**src/rtl/four_12_12_st1_bias_ctrl_if.sv**
```systemverilog
// Bus bundle for the stage-1 bias controller: loader stream, datapath read port
// and the single-port bias memory interface.
interface four_12_12_st1_bias_ctrl_if #(
   parameter int unsigned AW = 2,
   parameter int unsigned DW = 32
);
   logic          bias_clr;
   logic          ld_valid;
   logic [DW-1:0] ld_data;
   logic          ld_ready;
   logic          rd_req;
   logic [AW-1:0] rd_addr;
   logic          rd_gnt;
   logic          rd_data_valid;
   logic [DW-1:0] rd_data;
   logic          mem_wr_en;
   logic [AW-1:0] mem_wr_addr;
   logic [DW-1:0] mem_wr_data;
   logic          mem_rd_en;
   logic [AW-1:0] mem_rd_addr;
   logic [DW-1:0] mem_rd_data;
   logic          bias_loaded;
   logic [AW-1:0] wr_ptr;

   modport slave (
      input  bias_clr, ld_valid, ld_data, rd_req, rd_addr, mem_rd_data,
      output ld_ready, rd_gnt, rd_data_valid, rd_data,
             mem_wr_en, mem_wr_addr, mem_wr_data, mem_rd_en, mem_rd_addr,
             bias_loaded, wr_ptr
   );

   modport master (
      output bias_clr, ld_valid, ld_data, rd_req, rd_addr, mem_rd_data,
      input  ld_ready, rd_gnt, rd_data_valid, rd_data,
             mem_wr_en, mem_wr_addr, mem_wr_data, mem_rd_en, mem_rd_addr,
             bias_loaded, wr_ptr
   );
endinterface

```
**src/rtl/four_12_12_st1_bias_ctrl.sv**
```systemverilog
// Stage-1 bias memory sequencer: fills DEPTH entries in order, then shares the
// memory's single access per cycle between loader and reader round-robin.
module four_12_12_st1_bias_ctrl #(
   parameter int unsigned DEPTH = 4,
   parameter int unsigned AW    = 2,
   parameter int unsigned DW    = 32
) (
   input  logic                       clk,
   input  logic                       reset,
   four_12_12_st1_bias_ctrl_if.slave  bus
);

   typedef enum logic [1:0] {
      ST_EMPTY = 2'd0,
      ST_FILL  = 2'd1,
      ST_READY = 2'd2
   } state_t;

   typedef enum logic {
      GNT_READ  = 1'b0,
      GNT_WRITE = 1'b1
   } grant_t;

   localparam logic [AW-1:0] LAST_IDX = AW'(DEPTH - 1);

   state_t        r_state;
   grant_t        r_last_grant;
   logic [AW-1:0] r_wr_ptr;
   logic          r_bias_loaded;
   logic          r_rd_data_valid;

   logic w_full;
   logic w_ld_ready;
   logic w_rd_gnt;
   logic w_wr;
   logic w_contend;
   logic w_ptr_last;

   // Once full, a lone requester always wins; under contention the side that
   // did not win last time is granted.
   always_comb begin
      w_full     = (r_state == ST_READY);
      w_ld_ready = 1'b0;
      w_rd_gnt   = 1'b0;
      if (w_full) begin
         w_ld_ready = bus.ld_valid && !bus.bias_clr &&
                      !(bus.rd_req && (r_last_grant == GNT_WRITE));
         w_rd_gnt   = bus.rd_req && !bus.bias_clr &&
                      !(bus.ld_valid && (r_last_grant == GNT_READ));
      end else begin
         w_ld_ready = !bus.bias_clr;
      end
      w_wr       = bus.ld_valid && w_ld_ready;
      w_contend  = w_full && bus.ld_valid && bus.rd_req && !bus.bias_clr;
      w_ptr_last = (r_wr_ptr == LAST_IDX);
   end

   always_comb begin
      bus.ld_ready      = w_ld_ready;
      bus.rd_gnt        = w_rd_gnt;
      bus.rd_data_valid = r_rd_data_valid;
      bus.rd_data       = bus.mem_rd_data;
      bus.mem_wr_en     = w_wr;
      bus.mem_wr_addr   = w_wr ? r_wr_ptr : '0;
      bus.mem_wr_data   = w_wr ? bus.ld_data : '0;
      bus.mem_rd_en     = w_rd_gnt;
      bus.mem_rd_addr   = w_rd_gnt ? bus.rd_addr : '0;
      bus.bias_loaded   = r_bias_loaded;
      bus.wr_ptr        = r_wr_ptr;
   end

   always_ff @(posedge clk or posedge reset) begin
      if (reset) begin
         r_state         <= ST_EMPTY;
         r_last_grant    <= GNT_READ;
         r_wr_ptr        <= '0;
         r_bias_loaded   <= 1'b0;
         r_rd_data_valid <= 1'b0;
      end else begin
         // A read granted last cycle still completes even if cleared now.
         r_rd_data_valid <= w_rd_gnt;
         if (bus.bias_clr) begin
            r_state       <= ST_EMPTY;
            r_wr_ptr      <= '0;
            r_bias_loaded <= 1'b0;
         end else begin
            if (w_contend) begin
               r_last_grant <= w_wr ? GNT_WRITE : GNT_READ;
            end
            if (w_wr) begin
               r_wr_ptr <= w_ptr_last ? '0 : r_wr_ptr + AW'(1);
               if (w_ptr_last) begin
                  r_state       <= ST_READY;
                  r_bias_loaded <= 1'b1;
               end else if (r_state == ST_EMPTY) begin
                  r_state <= ST_FILL;
               end
            end
         end
      end
   end

endmodule

```
**src/flat_wrapper.sv**
```systemverilog
// flat-port wrapper written by rule: the top's interface ports become plain ports
module four_12_12_st1_bias_ctrl_flat 
#(
   parameter int unsigned DEPTH = 4,
   parameter int unsigned AW    = 2,
   parameter int unsigned DW    = 32
)
  (clk, reset, bus_bias_clr, bus_ld_valid, bus_ld_data, bus_rd_req, bus_rd_addr, bus_mem_rd_data, bus_ld_ready, bus_rd_gnt, bus_rd_data_valid, bus_rd_data, bus_mem_wr_en, bus_mem_wr_addr, bus_mem_wr_data, bus_mem_rd_en, bus_mem_rd_addr, bus_bias_loaded, bus_wr_ptr);
  four_12_12_st1_bias_ctrl_if #(.AW(AW), .DW(DW)) bus_i ();
  input  logic clk;
  input  logic reset;
  input wire logic [$bits(bus_i.bias_clr)-1:0] bus_bias_clr;
  input wire logic [$bits(bus_i.ld_valid)-1:0] bus_ld_valid;
  input wire logic [$bits(bus_i.ld_data)-1:0] bus_ld_data;
  input wire logic [$bits(bus_i.rd_req)-1:0] bus_rd_req;
  input wire logic [$bits(bus_i.rd_addr)-1:0] bus_rd_addr;
  input wire logic [$bits(bus_i.mem_rd_data)-1:0] bus_mem_rd_data;
  output wire logic [$bits(bus_i.ld_ready)-1:0] bus_ld_ready;
  output wire logic [$bits(bus_i.rd_gnt)-1:0] bus_rd_gnt;
  output wire logic [$bits(bus_i.rd_data_valid)-1:0] bus_rd_data_valid;
  output wire logic [$bits(bus_i.rd_data)-1:0] bus_rd_data;
  output wire logic [$bits(bus_i.mem_wr_en)-1:0] bus_mem_wr_en;
  output wire logic [$bits(bus_i.mem_wr_addr)-1:0] bus_mem_wr_addr;
  output wire logic [$bits(bus_i.mem_wr_data)-1:0] bus_mem_wr_data;
  output wire logic [$bits(bus_i.mem_rd_en)-1:0] bus_mem_rd_en;
  output wire logic [$bits(bus_i.mem_rd_addr)-1:0] bus_mem_rd_addr;
  output wire logic [$bits(bus_i.bias_loaded)-1:0] bus_bias_loaded;
  output wire logic [$bits(bus_i.wr_ptr)-1:0] bus_wr_ptr;
  assign bus_i.bias_clr = bus_bias_clr;
  assign bus_i.ld_valid = bus_ld_valid;
  assign bus_i.ld_data = bus_ld_data;
  assign bus_i.rd_req = bus_rd_req;
  assign bus_i.rd_addr = bus_rd_addr;
  assign bus_i.mem_rd_data = bus_mem_rd_data;
  assign bus_ld_ready = bus_i.ld_ready;
  assign bus_rd_gnt = bus_i.rd_gnt;
  assign bus_rd_data_valid = bus_i.rd_data_valid;
  assign bus_rd_data = bus_i.rd_data;
  assign bus_mem_wr_en = bus_i.mem_wr_en;
  assign bus_mem_wr_addr = bus_i.mem_wr_addr;
  assign bus_mem_wr_data = bus_i.mem_wr_data;
  assign bus_mem_rd_en = bus_i.mem_rd_en;
  assign bus_mem_rd_addr = bus_i.mem_rd_addr;
  assign bus_bias_loaded = bus_i.bias_loaded;
  assign bus_wr_ptr = bus_i.wr_ptr;
  four_12_12_st1_bias_ctrl #(.DEPTH(DEPTH), .AW(AW), .DW(DW)) u_core (.clk(clk), .reset(reset), .bus(bus_i));
endmodule
```
**config.mk**
```make
export PLATFORM = sky130hd
export DESIGN_NAME = four_12_12_st1_bias_ctrl_flat
export DESIGN_NICKNAME = d
export VERILOG_FILES = /design/src/rtl/four_12_12_st1_bias_ctrl_if.sv /design/src/rtl/four_12_12_st1_bias_ctrl.sv /design/src/flat_wrapper.sv
export SDC_FILE = /design/constraint.sdc
export NUM_CORES = 1
export LEC_CHECK = 0
export ABC_AREA = 1
export CELL_PAD_IN_SITES_DETAIL_PLACEMENT = 0
export CELL_PAD_IN_SITES_GLOBAL_PLACEMENT = 1
export CORE_UTILIZATION = 15
export CTS_CLUSTER_DIAMETER = 100
export DETAILED_ROUTE_END_ITERATION = 8
export PLACE_DENSITY = 0.79
export SKIP_CTS_REPAIR_TIMING = 1
export SLEW_MARGIN = 25
export SYNTH_ARGS = -nofsm -noshare
export SYNTH_HDL_FRONTEND = slang
export SYNTH_SLANG_ARGS = --single-unit
```
**constraint.sdc**
```tcl
create_clock -name clk -period 1.65 [get_ports clk]
set_input_delay 0.33 -clock clk [delete_from_list [all_inputs] [get_ports clk]]
set_output_delay 0.33 -clock clk [all_outputs]
set_load 0.01 [all_outputs]
```
; ---- After elaboration in Yosys (flattened, before gate mapping)
; Index checks and enable logic that the tools add are counted.
[word_totals]
register_bits = 7
inputBits = 71
output_inout_bits = 76
wordCells = 46
[op_classes]
addsub = 1
n_eq_ne = 2
mux = 16
bitwise_logic = 2
reduce_logical = 20
[op_table]
columns = cell, n
row1 = $mux 32, 1
row2 = $mux 2, 9
row3 = $logic_and 1x1->1, 10
row4 = $mux 1, 6
row5 = $reduce_and 2->1, 3
row6 = $eq 2x2->1 const B, 2
row7 = $reduce_bool 2->1, 2
row8 = $logic_not 1->1, 3
row9 = $reduce_bool 3->1, 1
row10 = $add 2x1->2 const B, 1
row11 = $logic_not 2->1, 1
row12 = $not 1->1, 2

; ---- Longest topological paths before layout
; Gate-level depths: netlist of run 1.
[logic_depth]
depth_word = 7
ltp_mapped = 9
ltp_nobuf = 9

; ---- Least setup slack after synthesis of run 1
; No wires, ideal clock.
[synth_path]
kind = input -> output
start = input bus_ld_valid
end = output bus_mem_wr_data[18]
t_arrival_ps = 1116
required_time_ps = 1320
setup_slack_ps = 204
stages = 8
n_path_buf = 2
cell_sequence = buf_6 > nand2_1 > nand3_2 > nand2_4 > inv_4 > nand2_8 > buf_8 > nor2_2
[synth_via]
elab_chain_len = 5
[synth_rtl]
columns = element, line_no
row1 = start: declaration, flat_wrapper.sv:13  ; input wire logic [$bits(bus_i.ld_valid)-1:0] bus_ld_valid;
row2 = $logic_and 1x1->1 (2 in a row), four_12_12_st1_bias_ctrl.sv:46  ; w_ld_ready = bus.ld_valid && !bus.bias_clr &&
row3 = $mux 1, four_12_12_st1_bias_ctrl.sv:45  ; if (w_full) begin
row4 = named net bus_ld_ready, flat_wrapper.sv:18  ; output wire logic [$bits(bus_i.ld_ready)-1:0] bus_ld_ready;
row5 = $logic_and 1x1->1, four_12_12_st1_bias_ctrl.sv:53  ; w_wr = bus.ld_valid && w_ld_ready;
row6 = $mux 32, four_12_12_st1_bias_ctrl.sv:65  ; bus.mem_wr_data = w_wr ? bus.ld_data : '0;
row7 = end: declaration, flat_wrapper.sv:24  ; output wire logic [$bits(bus_i.mem_wr_data)-1:0] bus_mem_wr_data;
; The timed path passes the listed nets, and every way through them passes these cells.

; ---- Worst setup path in the final report of run 1
[layout_path]
start = register u_core.r_state[1]
end = output bus_mem_wr_data[26]
[layout_via]
elab_chain_len = 4
[layout_rtl]
columns = element, line_no
row1 = start: declaration, four_12_12_st1_bias_ctrl.sv:26  ; state_t r_state;
row2 = start signal: assignment, four_12_12_st1_bias_ctrl.sv:74  ; r_state <= ST_EMPTY;
row3 = start signal: assignment, four_12_12_st1_bias_ctrl.sv:83  ; r_state <= ST_EMPTY;
row4 = start signal: assignment, four_12_12_st1_bias_ctrl.sv:93  ; r_state <= ST_READY;
row5 = $eq 2x2->1, four_12_12_st1_bias_ctrl.sv:42  ; w_full = (r_state == ST_READY);
row6 = $mux 1, four_12_12_st1_bias_ctrl.sv:45
row7 = $logic_and 1x1->1, four_12_12_st1_bias_ctrl.sv:53
row8 = $mux 32, four_12_12_st1_bias_ctrl.sv:65
; No other way between the ends.

==> impl_metrics.toml, run 1 <==
[sta]
period_needed_ns = 1.79
setup_ws_ns = -0.143
min_period_over_period_pct = 109
finalMaxSlewViolations = 0
finalHoldViolCount = 0
setup_tns_ns = -3.63
fmax_mhz = 558
setup_violations = 35
rsz0062_at_grt = "yes"
tightestPinTransition_ns = 0.271
slew_headroom_pct = 81.9
skew_ns = 0.00333

[layout]
stdcell_area_um2 = 1960
nFillCells = 789
drive_above_1_share_pct = 49.1
register_area_um2 = 175
syn_to_final_growth_pct = 76.7
nNetsFinal = 301
utilization_pct = 28.1
multi_input_area_um2 = 493
stdcell_count = 324
n_antenna_cell = 0

[power_and_ir_drop]
p_leak_nw = 1.10
power_density_nw_per_um2 = 410
power_w = 0.000804
ir_drop_uv = 110

[synthesis]
synth.ff_latch_count = 7
synth_xor_area_share_pct = 0
synthCells = 156
synth-seq-area-share_pct = 15.8
synthMuxAreaShare_pct = 0
synthSimpleGateAreaFrac_pct = 37.3
synth-compound-area-share_pct = 2.14
syn_nets = 228
avgSynthCellArea_um2 = 7.11
syn_area_um2 = 1110
synth_cell_types = 22
synthAdderAreaFrac_pct = 1.13
yosysWarnings = 0
synth_top_family_by_area = "buffers and inverters"

[global_route]
overflow = 0
grt_max_degree = 18
first_global_vias = 965
grt.total_usage_pct = 6.60
grt_antenna_before_repair = 0
grt_pass1_wl_um = 4020

[routing]
drc = 0
dr.pass1.iters = 2
wire_per_inst_um = 9.01
drt_iter0_markers = 3
postRouteAntennaNets = 0
routed_via_density = 3.31
via_count = 1072
drt_wl_total_um = 2920

[die]
io_pins = 147
die_area_um2 = 7750
start_util_pct = 15.9
die_x_um = 88.0
die_h_um = 88.0
core_area_um2 = 6980
num_rows = 30

[clock_tree]
ctsRootBufferMaster = "clkbuf_8"
clk_latency_ns = 0.22
numCtsBuffers = 3
clockBufferDepth = 2
cts_tree = "done"
clock_sinks = 7
clkTransAtPathRegs_ns = 0.04
htree_levels = 1

[setup_path]
cpPeakStageDelay_ns = 0.35
critical_path_class = "flop to primary output"
crit_path_end_kind = "primary output"
slowest_stage = "dfrtp_1"
crit_chain = "inv_2, nor2_4, nand3_4, nand2_4, inv_4, nand2_8, clkbuf_16, nor2_2, buf_2"
arrival_ns = 1.46
path_max_fanout = 8
startpoint_type = "flop"
critPathRequiredTime_ns = 1.32

[placed_design]
dp_cells = 316
io_buffers = 82
place_hpwl_um = 2400
dpl_cell_area_um2 = 1910
globalplace.congestion = 0.683

[run]
drv_cap = 0

[worst_hold_path]
hold_class = "input port to asynchronous set/reset pin"

[status]
violations = "negative setup slack"
status = "complete, but fails checks"
-- sequential cells by signal, summed over array words and instances (netlist names) --
name,count
u_core.bus.bias_loaded,1
u_core.bus.rd_data_valid,1
u_core.bus.wr_ptr,2
u_core.r_last_grant,1
u_core.r_state,2
-- cells in the mapped netlist --
library cell	count	area share (%)
buf_4	33	22
inv_4	1	0.56
nand2_8	1	1.8
buf_8	1	1.4
o21bai_1	1	0.68
nor2_1	7	2.4
a21oi_1	1	0.45
nand2_1	13	4.4
nand2_2	1	0.56
buf_6	2	2.0
o21ai_0	1	0.45
nor2_4	14	14
a31oi_1	1	0.56
nand2_4	1	1.0
nand4_1	1	0.56
ha_1	1	1.1
nand3_1	3	1.4
buf_12	1	1.8
nor2_2	18	10
nand3_2	1	0.90
dfrtp_1	7	16
inv_1	46	16
-- routing by layer --
metal	GRT usage, %	share of wire, %	wire length, µm
met1	6.59	35	1030
met2	11.9	52	1530
met3	2.92	12	338
met4	2.79	0.89	26
met5	0	0	0
-- final timing paths --
kind	depth (start not counted)	start	slack [ns]	endpoint
min	2	reset	0.34	u_core.r_state[0]
max reg2reg	10	u_core.r_state[1]	0.28	u_core.bus.bias_loaded
max	9	u_core.r_state[1]	-0.14	bus_mem_wr_data[26]
min reg2reg	2	u_core.bus.bias_loaded	0.49	u_core.bus.bias_loaded
max in group asynchronous	2	reset	1.10	u_core.bus.bias_loaded
min in group clk	2	u_core.bus.bias_loaded	0.49	u_core.bus.bias_loaded
-- logic make-up (layout without fill, tap and decap cells) --
family | count (synthesis) | after routing
AOI/OAI and AO/OA | 4 | 4
adders and majority gates | 1 | 1
buffers and inverters | 84 | 156
DFF | 7 | 7
and+or+nand+nor | 60 | 60
-- through the flow --
step | worst slack [ns] | hold slack [ns]
floorplan | 0.204 | 0.133
global placement | -0.740 | 0.482
detailed placement | -0.760 | 0.478
CTS | -0.764 | 0.346
global route | -0.210 | 0.368
finish | -0.143 | 0.336
-- where the power goes --
part / total [W] / leakage (nW) / internal [W] / switching (W)
registers: 0.000193 / 0.0896 / 0.000182 / 0.0000110
clock network: 0.000237 / 0.0228 / 0.000167 / 0.0000698
logic: 0.000375 / 0.986 / 0.000214 / 0.000161
-- cells in the final DEF, fill, tap and decap left out, types with 6 or more instances in the layout --
cell	synthesis	layout
dfrtp_1	7	7
nand2_1	13	11
dlymetal6s2s_1	0	7
nor2_2	18	19
buf_4	33	17
buf_6	2	12
clkbuf_2	0	24
nor2_4	14	17
inv_2	0	6
inv_1	46	40
clkdlybuf4s50_1	0	39
-- worst max-delay path, delay by kind of cell (launching register included) --
family                 cells  cell delay (ns)
buffers and inverters      4             0.41
flip-flops                 1             0.35
AND/OR/NAND/NOR            5             0.47
-- area by class of cell --
class,count,area share (%)
clock buffers,4,2.30
repair buffers,105,48.4
inverters,47,9.13
flip-flops and latches,7,8.93
well taps,96,6.13
multi-input cells,65,25.1
Power figures use the tool's default switching activity.
==> run 2, diff against run 1 <==
- CORE_UTILIZATION: 15 -> 13
- PLACE_DENSITY: 0.79 -> 0.73
- clock period: 1.65 -> 1.6 ns (I/O delays scaled with it)
==> run 2 against run 1 <==
The run still ends with negative setup slack left. Flip-flop and latch count stayed put. Total power grew 6.3%. Setup slack lost 0.030 ns. Largest cell class unchanged. Largest power group unchanged. Highest routed layer unchanged.
==> impl_metrics.toml, run 2 (synthesis gave the netlist of run 1 again) <==
[placed_design]
place_hpwl_um = 2350
dp_cells = 321
io_buffers = 82
globalplace.congestion = 0.620

[power_and_ir_drop]
power.share.switching_pct = 30.8
p_int_w = 0.000592
seq_power_share_pct = 23.2
p_leak_nw = 1.09
power_w = 0.000855
power.switching_w = 0.000263
power_density_nw_per_um2 = 410
pwr-share-comb_pct = 47.6
ir_drop_uv = 159
p_clk_share_pct = 29.1

[layout]
final_cell_mix = "41 x inv_1, 38 x clkdlybuf4s50_1, 23 x nor2_4, 23 x buf_6, 19 x buf_4"
final_common_cell = "inv_1"
syn_to_final_growth_pct = 87.9
utilization_pct = 25.3
n_antenna_cell = 0
stdcell_count = 334
nNetsFinal = 302
nFillCells = 905
drive_above_1_share_pct = 51.1

[sta]
rsz0062_at_grt = "yes"
skew_ns = 0.00194
min_period_over_period_pct = 111
finalHoldViolCount = 0
finalMaxSlewViolations = 0
tightestPinTransition_ns = 0.270
period_needed_ns = 1.77
timing.hold.ws_ns = 0.329
slew_headroom_pct = 82.0
fmax_mhz = 564
setup_ws_ns = -0.173
setup_violations = 35

[clock_tree]
clock_sinks = 7
numCtsBuffers = 3
clk_latency_ns = 0.23
cts_tree = "done"
htree_levels = 1
ctsRootBufferMaster = "clkbuf_8"
clockBufferDepth = 2
clkTransAtPathRegs_ns = 0.04

[run]
drv_cap = 0

[global_route]
first_global_vias = 881
grt_antenna_before_repair = 0
grt_pass1_wl_um = 4000
grt_max_degree = 18
grt.total_usage_pct = 5.66
overflow = 0

[die]
num_rows = 33
die_h_um = 94.4
io_pins = 147
start_util_pct = 13.4
core_area_um2 = 8260
die_area_um2 = 8910
die_x_um = 94.4

[routing]
dr.pass1.iters = 3
routed_via_density = 3.17
drt_iter0_markers = 21
via_count = 1059
wire_per_inst_um = 8.74
drc = 0
drt_wl_total_um = 2920
postRouteAntennaNets = 0

[status]
status = "complete, but fails checks"
violations = "negative setup slack"

[setup_path]
reg2reg_from = "u_core.r_state[1]"
startpoint_type = "flop"
worstReg2RegEnd = "u_core.bus.bias_loaded"
reg2reg_depth = 9
critical_path_class = "flop to primary output"
critPathRequiredTime_ns = 1.28
arrival_ns = 1.45
crit_path_end_kind = "primary output"
path_max_fanout = 8
r2r_slack_ns = 0.33

[worst_hold_path]
hold_class = "input port to asynchronous set/reset pin"
==> run 2: cell count changes in the layout (fill, tap and decap cells not counted), moves of 3 or more <==
cell,delta
dlymetal6s2s_1,-3
clkbuf_2,-9
nor2_4,+6
buf_6,+11
nor2_2,-5
==> run 2: area by class of cell <==
type                    count  area (µm²)  area share (%)
well taps                 105         131            6.30
clock buffers               4        45.0            2.16
multi-input cells          65         533            25.6
flip-flops and latches      7         175            8.40
repair buffers            106        1020            48.9
inverters                  47         181            8.70
==> run 2: power by group through the flow <==
stage	sequential (W)	clock [W]	combinational [W]
after floorplan	0.000202	0	0.000241
after global placement	0.000200	0	0.000375
after detailed placement	0.000201	0	0.000378
after CTS	0.000199	0.000258	0.000380
after global routing	0.000201	0.000273	0.000447
final	0.000199	0.000249	0.000407
==> run 2: worst max-delay path, cell delays in order, from the launching register on <==
cell	delay [ns]
dfrtp_1	0.35
inv_2	0.05
nor2_4	0.13
nand3_4	0.10
nand2_4	0.10
inv_4	0.05
nand2_8	0.09
clkbuf_16	0.20
nor2_4	0.04
buf_6	0.11
==> run 2: through the flow <==
stage               TNS, ns  area, µm²  worst slack, ns
detailed placement   -30.41       1890           -0.811
finish                -4.98       2090           -0.173
floorplan                 0       1110            0.174
global route          -8.44       2090           -0.270
global placement     -29.30       1890           -0.779
CTS                  -30.34       1940           -0.813
==> run 2: metal layers <==
metal	track usage (%)	vias to the layer above	part of all wire (%)
li1	-	542	-
met1	5.64	470	33
met2	9.78	45	51
met3	3.14	2	15
met4	2.18	0	0.75
met5	0	-	0
==> run 2: how the worst max path moves through the flow <==
stage	startpoint	depth (start not counted)	endpoint
after detailed placement	bus_ld_valid	9	bus_mem_wr_data[24]
after global placement	bus_ld_valid	9	bus_mem_wr_data[26]
final	u_core.r_state[1]	9	bus_mem_wr_data[12]
after floorplan	bus_ld_valid	8	bus_mem_wr_data[18]
after global routing	u_core.r_state[1]	9	bus_mem_wr_data[12]
after CTS	bus_ld_valid	9	bus_mem_wr_data[12]
==> run 3, diff against run 2 <==
- CORE_UTILIZATION: 13 -> 14
- CTS_BUF_LIST: unset -> sky130_fd_sc_hd__clkbuf_4
- PLACE_DENSITY: 0.73 -> unset
- PLACE_DENSITY_LB_ADDON: unset -> 0.05
==> run 3 against run 2 <==
First-iteration DRC count decreased by 9.5%. Register-to-register slack worse by 0.17 ns. Wire length is 19% higher. Clock power down 33%. Flip-flop and latch count unchanged. Critical endpoint is now bus_mem_wr_data[6]. Count of clock-buffer cells in the layout unchanged. The flow still finishes with violations (negative setup slack). Sequential share of layout area is 0.38 points lower. Largest cell class unchanged.
==> impl_metrics.toml, run 3 (synthesis gave the netlist of run 1 again) <==
[status]
status = "complete, but fails checks"
violations = "negative setup slack"

[worst_hold_path]
hold_class = "input port to asynchronous set/reset pin"

[power_and_ir_drop]
ir_drop_uv = 229
pwr-share-comb_pct = 55.1
power_density_nw_per_um2 = 372
power.switching_w = 0.000256
power_w = 0.000811
power.share.switching_pct = 31.6
p_clk_share_pct = 20.4
p_int_w = 0.000555
p_leak_nw = 1.11
seq_power_share_pct = 24.4

[layout]
stdcell_count = 331
drive_above_1_share_pct = 51.1
nFillCells = 833
n_antenna_cell = 0
nNetsFinal = 302
syn_to_final_growth_pct = 96.7
final_cell_mix = "40 x inv_1, 38 x clkdlybuf4s50_1, 34 x buf_6"
final_common_cell = "inv_1"

[placed_design]
place_hpwl_um = 2780
io_buffers = 82
post-place-ws_ns = -0.752
globalplace.congestion = 0.784
dp_cells = 319

[die]
die_h_um = 91.0
num_rows = 32
die_area_um2 = 8290
start_util_pct = 14.4
core_area_um2 = 7690
die_x_um = 91.0
io_pins = 147

[setup_path]
path_max_fanout = 7
arrival_ns = 1.45
crit_path_end_kind = "primary output"
reg2reg_depth = 11
r2r_slack_ns = 0.16
critical_path_class = "flop to primary output"
worstReg2RegEnd = "u_core.bus.wr_ptr[0]"
reg2reg_from = "u_core.r_state[1]"
critPathRequiredTime_ns = 1.28
startpoint_type = "flop"

[routing]
dr.pass1.iters = 4
postRouteAntennaNets = 0
drc = 0
wire_per_inst_um = 10.5
routed_via_density = 3.31
drt_wl_total_um = 3470
via_count = 1096
drt_iter0_markers = 19

[clock_tree]
htree_levels = 1
clkTransAtPathRegs_ns = 0.05
clk_latency_ns = 0.24
clockBufferDepth = 2
cts_tree = "done"
ctsRootBufferMaster = "clkbuf_4"
numCtsBuffers = 3
clock_sinks = 7

[run]
drv_cap = 0

[global_route]
first_global_vias = 1039
grt_pass1_wl_um = 4770
grt_max_degree = 15
grt_antenna_before_repair = 0
overflow = 0
grt.total_usage_pct = 7.08

[sta]
setup_ws_ns = -0.167
setup_violations = 36
skew_ns = 0.000730
slew_headroom_pct = 82.9
finalHoldViolCount = 0
fmax_mhz = 566
finalMaxSlewViolations = 0
rsz0062_at_grt = "yes"
min_period_over_period_pct = 110
tightestPinTransition_ns = 0.257
period_needed_ns = 1.77
-- run 3: power groups by stage --
stage          sequential, W  combinational [W]  clock, W
5_1_grt             0.000200           0.000480  0.000194
6_report            0.000198           0.000447  0.000166
4_1_cts             0.000198           0.000388  0.000175
2_1_floorplan       0.000202           0.000241         0
3_5_place_dp        0.000200           0.000386         0
3_3_place_gp        0.000200           0.000386         0
-- run 3: final cells by class --
type / count / area, µm² / area share [%]
inverters: 47 / 179 / 8.19
multi-input cells: 65 / 563 / 25.8
well taps: 102 / 128 / 5.85
clock buffers: 4 / 30.0 / 1.38
repair buffers: 106 / 1110 / 50.8
flip-flops and latches: 7 / 175 / 8.02
-- run 3: critical path, cell delays in order (launching register included) --
cell and delay (ns):
dfrtp_1 0.35, inv_2 0.05, nor2_4 0.13, nand3_4 0.09
nand2_4 0.09, inv_4 0.05, nand2_8 0.11, clkbuf_16 0.19
nor2_4 0.04, buf_6 0.11
-- run 3: through the flow --
stage | setup TNS, ns | hold slack [ns] | utilization [%] | cell area [µm²]
after global placement | -28.12 | 0.474 | 24.9 | 1910
after CTS | -28.55 | 0.306 | 25.2 | 1940
final | -4.80 | 0.303 | 28.4 | 2180
after global routing | -8.15 | 0.346 | 28.4 | 2180
after floorplan | 0 | 0.123 | - | 1110
after detailed placement | -28.30 | 0.473 | 24.9 | 1910
-- run 3: worst max-delay path by stage --
stage	start	slack [ns]	to	cells after the start
floorplan	bus_ld_valid	0.17	bus_mem_wr_data[18]	8
global placement	bus_ld_valid	-0.75	bus_mem_wr_data[1]	9
CTS	bus_ld_valid	-0.76	bus_mem_wr_data[1]	9
global route	u_core.r_last_grant	-0.26	bus_mem_wr_data[6]	9
detailed placement	bus_ld_valid	-0.75	bus_mem_wr_data[1]	9
finish	u_core.r_state[1]	-0.17	bus_mem_wr_data[6]	9
-- run 3: metal layers --
| layer | wire length [µm] | vias to the layer above | track usage (%) | part of all wire, % |
|---|---|---|---|---|
| met2 | 1860 | 65 | 13.8 | 54 |
| met5 | 0 | - | 0 | 0 |
| met1 | 1280 | 475 | 6.74 | 37 |
| met3 | 273 | 12 | 2.26 | 7.9 |
| li1 | - | 544 | - | - |
| met4 | 50 | 0 | 3.04 | 1.4 |
